[config.mk]
export PLATFORM = sky130hd
export DESIGN_NAME = fetch_instr_queue
export DESIGN_NICKNAME = d
export VERILOG_FILES = /design/src/rtl/fetch_instr_queue_pkg.sv /design/src/rtl/fetch_instr_queue.sv
export SDC_FILE = /design/constraint.sdc
export NUM_CORES = 1
export LEC_CHECK = 0
export BUFFER_PORTS_ARGS = -buffer_cell sky130_fd_sc_hd__buf_2
export CAP_MARGIN = 30
export CORE_UTILIZATION = 57
export DETAILED_ROUTE_END_ITERATION = 10
export GPL_TIMING_DRIVEN = 0
export PLACE_DENSITY = 0.85
export SKIP_LAST_GASP = 1
export SLEW_MARGIN = 40
export SYNTH_ARGS = -nofsm -noshare
export SYNTH_HDL_FRONTEND = slang
export SYNTH_SLANG_ARGS = --single-unit
[constraint.sdc]
create_clock -name clk -period 3.9 [get_ports clk]
set_clock_uncertainty 0.05 [all_clocks]
set_input_delay 0.39 -clock clk [delete_from_list [all_inputs] [get_ports clk]]
set_output_delay 0.39 -clock clk [all_outputs]
set_load 0.05 [all_outputs]
[src/rtl/fetch_instr_queue_pkg.sv]
// Shared fetch-queue definitions: entry layout,
// default depth, bus width and fetch vectors.
package fetch_instr_queue_pkg;

  localparam int INSTRBUS_WIDTH = 32;
  localparam int FIQ_DEPTH      = 4;
  localparam int FIQ_ENTRY_W    = 2 * INSTRBUS_WIDTH + 1;

  // Fetch vectors a flush redirects to.
  localparam logic [31:0] RESET_VECTOR = 32'hBFC0_0000;
  localparam logic [31:0] EXC_VECTOR   = 32'h8000_0180;

  typedef struct packed {
    logic [INSTRBUS_WIDTH-1:0] pc;
    logic [INSTRBUS_WIDTH-1:0] instr;
    logic                      exc;
  } fiq_entry_t;

  function automatic fiq_entry_t fiq_pack(
    input logic [INSTRBUS_WIDTH-1:0] pc,
    input logic [INSTRBUS_WIDTH-1:0] instr,
    input logic                      exc
  );
    fiq_entry_t e;
    e.pc    = pc;
    e.instr = instr;
    e.exc   = exc;
    return e;
  endfunction

endpackage

[src/rtl/fetch_instr_queue.sv]
// Fetch-to-decode instruction FIFO with flush.
// Ports: clk, reset (async high), flush;
//   in_valid/in_ready/in_pc/in_instr/in_exc from fetch;
//   out_valid/out_ready/out_pc/out_instr/out_exc to
//   decode; count = occupied entries.
module fetch_instr_queue
  import fetch_instr_queue_pkg::*;
#(
  parameter int DEPTH = FIQ_DEPTH,
  localparam int AW = $clog2(DEPTH),
  localparam int CW = $clog2(DEPTH + 1)
) (
  input  logic          clk,
  input  logic          reset,
  input  logic          flush,
  input  logic          in_valid,
  output logic          in_ready,
  input  logic [31:0]   in_pc,
  input  logic [31:0]   in_instr,
  input  logic          in_exc,
  output logic          out_valid,
  input  logic          out_ready,
  output logic [31:0]   out_pc,
  output logic [31:0]   out_instr,
  output logic          out_exc,
  output logic [CW-1:0] count
);

  localparam logic [CW-1:0] FULL = CW'(DEPTH);

  fiq_entry_t mem [DEPTH];
  fiq_entry_t head;

  logic [AW-1:0] rp;
  logic [AW-1:0] wp;
  logic [CW-1:0] cnt;
  logic          push;
  logic          pop;

  // Full queue never accepts, even with a
  // same-cycle pop: keeps in_ready registered-only.
  assign in_ready  = (cnt != FULL);
  assign out_valid = (cnt != '0);
  assign count     = cnt;

  assign push = in_valid & in_ready & ~flush;
  assign pop  = out_valid & out_ready & ~flush;

  assign head = mem[rp];

  // Empty queue presents a nop with clean side fields.
  always_comb begin
    out_pc    = 32'h0;
    out_instr = 32'h0;
    out_exc   = 1'b0;
    if (out_valid) begin
      out_pc    = head.pc;
      out_instr = head.instr;
      out_exc   = head.exc;
    end
  end

  always_ff @(posedge clk) begin
    if (push) begin
      mem[wp] <= fiq_pack(in_pc, in_instr, in_exc);
    end
  end

  always_ff @(posedge clk or posedge reset) begin
    if (reset) begin
      rp  <= '0;
      wp  <= '0;
      cnt <= '0;
    end else if (flush) begin
      rp  <= '0;
      wp  <= '0;
      cnt <= '0;
    end else begin
      if (push) begin
        wp <= wp + 1'b1;
      end
      if (pop) begin
        rp <= rp + 1'b1;
      end
      unique case ({push, pop})
        2'b10:   cnt <= cnt + 1'b1;
        2'b01:   cnt <= cnt - 1'b1;
        default: cnt <= cnt;
      endcase
    end
  end

endmodule
==> flow_metrics.env, run 1 <==
export IMPL_status="complete, no violations"
export IMPL_drtIter0Drc=321
export IMPL_cts_buffers=27
export IMPL_final_common_cell="edfxtp_1"
export IMPL_nets=727
export IMPL_crit_type="reg2out"
export IMPL_post_cts_buffers=0
export IMPL_place_gp_congestion=0.7720
export IMPL_reg2reg_depth=6
export IMPL_cts_tree="yes"
export IMPL_startpoint_type="flip-flop"
export IMPL_period_minus_slack_ps=3074
export IMPL_drive_gt1_share_pct=40.92
export IMPL_hpwl_um=11900
export IMPL_final_period_utilization_pct=78.82
export IMPL_swShare_pct=25.37
export IMPL_grt_max_degree=35
export IMPL_grt_pass1_vias=5332
export IMPL_crit_cells=6
export IMPL_track_usage_pct=20.59
export IMPL_hold_depth=1
export IMPL_peakVddDrop_mv=0.5929
export IMPL_dpl_cell_count=851
export IMPL_cts_sinks=267
export IMPL_leakagePower_uw=0.004345
export IMPL_synth_top_area_share_pct=75.08
export IMPL_wirelength_um=18770
export IMPL_worst_path_max_fanout=10
export IMPL_power_density_nw_per_um2=551.1
export IMPL_syn2layout_area_growth_pct=19.66
export IMPL_cp_slowest_cell="dfrtp_1"
export IMPL_synth_seq_area_share_pct=76.77
export IMPL_synthDistinctLibCells=35
export IMPL_cts_max_path_buffers=3
export IMPL_antenna_cells=0
export IMPL_clk_latency_ps=520
export IMPL_dr_pass1_iters=4
export IMPL_synth_area_top_cells="edfxtp_1 75%, mux4_2 14%, and2_1 4.2%"
export IMPL_vias=5144
export IMPL_combPwrFrac_pct=14.9
export IMPL_timing_final_hold_violations=0
export IMPL_grt_first_pass_wirelength_um=28370
export IMPL_clkTransAtPathRegs_ps=60
export IMPL_io_buffers=138
export IMPL_power_share_clock_pct=37.6
export IMPL_drv_cap=0
export IMPL_initial_core_util_pct=58.09
export IMPL_wl_per_cell_um=20.83
export IMPL_critical_path_arrival_ps=2630
export IMPL_synth_nets=552
export IMPL_row_count=49
export IMPL_sequentialPowerShare_pct=47.4
export IMPL_cp_top_family="buffers and inverters"
export IMPL_rrSetupSlack_ps=1380
export IMPL_slew_violations=0
export IMPL_syn_inst=477
export IMPL_core_um2=17900
export IMPL_die_height_um=137.1
export IMPL_ios=140
export IMPL_p_sw_uw=1740
export IMPL_final_cell_mix="260 x edfxtp_1, 147 x buf_2, 65 x mux4_2, 65 x and2_1, 27 x clkbuf_16"
export IMPL_antenna_found_initial=1
export IMPL_slew_headroom_pct=57.24
export IMPL_max_freq_ghz=0.3253
export IMPL_timing_final_ws_setup_ps=826.0
export IMPL_yosys_warnings=0
export IMPL_drc_errors=0
export IMPL_min_path_type="in2reg"
export IMPL_worstMarginPinSlew_ps=641.3
export IMPL_required_ps=3460
export IMPL_cp_cell_sequence="buf_2, or3_4, clkbuf_1, clkbuf_1, and2_1, buf_2"
export IMPL_slowest_delay_ps=410
export IMPL_gr_total_overflow=0
export IMPL_rsz0062_at_grt="no"
export IMPL_ys_ff_latch=267
export IMPL_die_area_um2=18790
export IMPL_final_setup_viol_count=0
export IMPL_synth_top_cell_by_area="edfxtp_1"
export IMPL_htree_levels=1
export IMPL_critPathBufInv=4
export IMPL_dp_slack_ps=1299
export IMPL_die_w_um=137.1
export IMPL_clockRootBuffer="clkbuf_16"
export IMPL_end_kind="output pin"
export IMPL_whs_ps=24.07
export IMPL_p_total_uw=6858
export IMPL_avgSynthCellArea_um2=21.80
export IMPL_fillers=1144
export IMPL_p_int_uw=5118
export IMPL_fin_cells=901
export IMPL_netlist_area_um2=10400
export IMPL_vias_per_cell=5.709
export IMPL_postRouteAntennaNets=0
==> per-layer routing <==
layer,up-vias,wire (um),track usage [%]
li1,2279,-,-
met3,34,1284,4.593
met1,2640,7662,27.60
met4,2,347,6.044
met2,189,9462,34.09
met5,-,12,0
==> power groups by stage <==
stage                     combinational [uW]  sequential (uW)  clock [uW]
final                                   1020             3250        2580
after global routing                    1090             3260        2750
after CTS                               1040             3250        2630
after detailed placement                1030             3310           0
after global placement                  1000             3320           0
after floorplan                          756             3320           0
==> sequential cells by signal, indices dropped and copies added (netlist names) <==
signal and count:
count 3, rp 2, wp 2, mem 260
==> metrics by stage <==
step	utilization [%]	instance area, um^2	TNS, ps
finish	69.51	12440	0
global placement	63.54	11380	-114370
global route	69.51	12440	0
detailed placement	64.38	11530	0
floorplan	-	10400	0
CTS	69.51	12440	0
==> cells by family after synthesis <==
family                   count (synthesis)  share of synthesized area (%)
AO/OA/AOI/OAI                           14                         0.9267
flip-flops                             267                          76.77
AND/OR/NAND/NOR                         88                          5.126
XOR/XNOR                                 3                         0.2527
multiplexers                            66                          14.19
buffers and inverters                   34                          2.070
adder cells (fa/ha/maj)                  5                         0.6738
==> synth_stat cells <==
cell type	number
a211oi_1	1
a21oi_1	3
a31oi_1	1
and2_1	69
buf_1	1
buf_12	4
buf_2	9
buf_4	1
buf_6	1
clkbuf_1	11
dfrtp_1	7
edfxtp_1	260
fa_1	1
ha_1	4
inv_1	7
mux2_2	1
mux4_2	65
nand2_1	2
nand2b_1	2
nand3_1	4
nor2_1	5
nor3_1	2
nor3b_1	1
o2111ai_1	2
o21a_1	1
o21ai_0	2
o21bai_1	1
o221ai_1	1
o311ai_0	1
o31ai_1	1
or2_2	1
or3_4	1
or4_1	1
xnor2_1	1
xor2_1	2
==> timing repair <==
item / in CTS / in global routing
hold buffers: 1 / 0
hold endpoints to repair: 7 / 0
gates resized for setup: 0 / 0
==> layout make-up <==
class / instances / area [um^2] / area share (%)
Clock inverter: 20 / 224.0 / 1.800
Multi-Input combinational cell: 176 / 2211 / 17.77
Tap cell: 229 / 286.5 / 2.303
Inverter: 7 / 26.28 / 0.2112
Timing Repair Buffer: 146 / 840.8 / 6.757
Clock buffer: 29 / 683.2 / 5.490
Sequential cell: 267 / 7983 / 64.15
Buffer: 27 / 188.9 / 1.518
==> worst register-to-register path, cell delays in order, from the launching register on <==
cell and delay, ps:
dfrtp_1 420, buf_2 200, o31ai_1 370, nor3_1 120, fa_1 420, or4_1 550
a31oi_1 280
==> worst paths after layout <==
check / from / endpoint
worst min register to register: wp[1]$_DFFE_PP0P_ / wp[1]$_DFFE_PP0P_
worst max register to register: count[0]$_DFFE_PP0P_ / count[2]$_DFFE_PP0P_
worst max-delay path: count[0]$_DFFE_PP0P_ / out_pc[1]
min in group asynchronous: reset / rp[0]$_DFFE_PP0P_
max in group asynchronous: reset / rp[1]$_DFFE_PP0P_
worst min-delay path: in_pc[16] / mem[2][49]$_DFFE_PP_
(Power assumes the default switching activity.)
==> inputs of run 2 (changes only) <==
- clock period: 3.9 -> 2.9 ns (I/O delays scaled with it)
==> flow_metrics.env, run 2 (synthesized netlist as in run 1, its figures left out) <==
export IMPL_grt_pass1_vias=5708
export IMPL_clockRootBuffer="clkbuf_16"
export IMPL_startpoint_type="flip-flop"
export IMPL_cts_buffers=26
export IMPL_cts_max_path_buffers=3
export IMPL_required_ps=2560
export IMPL_largest_register="mem"
export IMPL_timing_final_hold_violations=0
export IMPL_min_path_type="in2reg"
export IMPL_fin_area_um2=12950
export IMPL_post_cts_resized=0
export IMPL_final_setup_viol_count=0
export IMPL_final_common_cell="edfxtp_1"
export IMPL_crit_type="reg2out"
export IMPL_drtIter0Drc=314
export IMPL_largest_reg_flops=260
export IMPL_status="complete, no violations"
export IMPL_fin_tns_setup_ps=0
export IMPL_period_minus_slack_ps=2677
export IMPL_slew_violations=0
export IMPL_antenna_cells=0
export IMPL_row_count=49
export IMPL_max_freq_ghz=0.3736
export IMPL_rsz0062_at_grt="no"
export IMPL_vias=5335
export IMPL_rrSetupSlack_ps=530
export IMPL_final_cell_mix="260 x edfxtp_1, 147 x buf_2, 66 x dlygate4sd3_1"
export IMPL_peakVddDrop_mv=0.5503
export IMPL_vias_per_cell=5.569
export IMPL_fillers=1088
export IMPL_io_buffers=138
export IMPL_drc_errors=0
export IMPL_clkTransAtPathRegs_ps=60
export IMPL_htree_levels=1
export IMPL_cts_sinks=267
export IMPL_nets=787
export IMPL_leakagePower_uw=0.004567
export IMPL_die_w_um=137.1
export IMPL_initial_core_util_pct=58.09
export IMPL_core_um2=17900
export IMPL_grt_max_degree=36
export IMPL_slew_headroom_pct=55.90
export IMPL_critical_path_arrival_ps=2340
export IMPL_die_area_um2=18790
export IMPL_placed_cell_area_um2=11470
export IMPL_gr_total_overflow=0
export IMPL_whs_ps=109.9
export IMPL_ios=140
export IMPL_drive_gt1_share_pct=36.21
export IMPL_end_kind="output pin"
export IMPL_die_height_um=137.1
export IMPL_wirelength_um=19450
export IMPL_worst_path_max_fanout=12
export IMPL_grt_first_pass_wirelength_um=29890
export IMPL_cts_tree="yes"
export IMPL_worstMarginPinSlew_ps=661.6
export IMPL_post_cts_buffers=0
export IMPL_track_usage_pct=21.40
export IMPL_drv_cap=0
export IMPL_dr_pass1_iters=4
export IMPL_wl_per_cell_um=20.31
export IMPL_postRouteAntennaNets=0
export IMPL_post_route_util_pct=72.34
export IMPL_place_gp_congestion=0.7491
export IMPL_clk_latency_ps=510
export IMPL_syn2layout_area_growth_pct=24.55
export IMPL_p_total_uw=9072
export IMPL_final_period_utilization_pct=92.29
export IMPL_hpwl_um=11760
export IMPL_antenna_found_initial=0
export IMPL_power_density_nw_per_um2=700.4
-- run 2: timing repair --
action / 4_1_cts / 5_1_grt
hold endpoints to repair: 267 / 0
endpoints found under the setup margin: 40 / 0
hold buffers: 66 / 0
-- run 2: final cells by class --
| type | count | area (um^2) | area share (%) |
|---|---|---|---|
| Clock buffer | 30 | 686.9 | 5.304 |
| Timing Repair Buffer | 208 | 1431 | 11.05 |
| Multi-Input combinational cell | 176 | 2211 | 17.07 |
| Tap cell | 229 | 286.5 | 2.212 |
| Inverter | 7 | 26.28 | 0.2029 |
| Buffer | 26 | 185.2 | 1.430 |
| Clock inverter | 15 | 141.4 | 1.092 |
| Sequential cell | 267 | 7983 | 61.64 |
-- run 2: worst paths after layout --
kind | from | cells past startpoint | to
max | count[1]$_DFFE_PP0P_ | 5 | out_instr[29]
min | out_ready | 4 | count[2]$_DFFE_PP0P_
max reg2reg | count[0]$_DFFE_PP0P_ | 5 | mem[2][46]$_DFFE_PP_
min reg2reg | wp[1]$_DFFE_PP0P_ | 2 | wp[1]$_DFFE_PP0P_
max in group asynchronous | reset | 3 | rp[1]$_DFFE_PP0P_
min in group asynchronous | reset | 3 | wp[0]$_DFFE_PP0P_
-- run 2: power by group --
group          switching [uW]  total (uW)  internal (uW)
sequential               29.7        4380           4350
combinational             925        1440            519
clock                    1310        3250           1940
total                    2260        9070           6810
-- run 2: critical path, cell delays in order (launching register included) --
cell and delay [ps]:
dfrtp_1 410, buf_2 190, or3_4 500, clkbuf_1 280, and2_1 230, buf_2 210
-- run 2: stage by stage --
stage                     std cells  worst slack [ps]
after global routing            958             144.3
after floorplan                 477             322.7
final                           958             223.5
after global placement          844            -97.55
after CTS                       958             208.5
after detailed placement        848             320.7
-- run 2: per-layer routing --
layer / routed length, um / up-vias / global-route usage, % / part of all wire (%)
met3: 915 / 36 / 3.519 / 4.7
met5: 0 / - / 0 / 0
met4: 389 / 0 / 6.471 / 2.0
li1: - / 2400 / - / -
met1: 7918 / 2753 / 27.57 / 41
met2: 10230 / 146 / 37.49 / 53
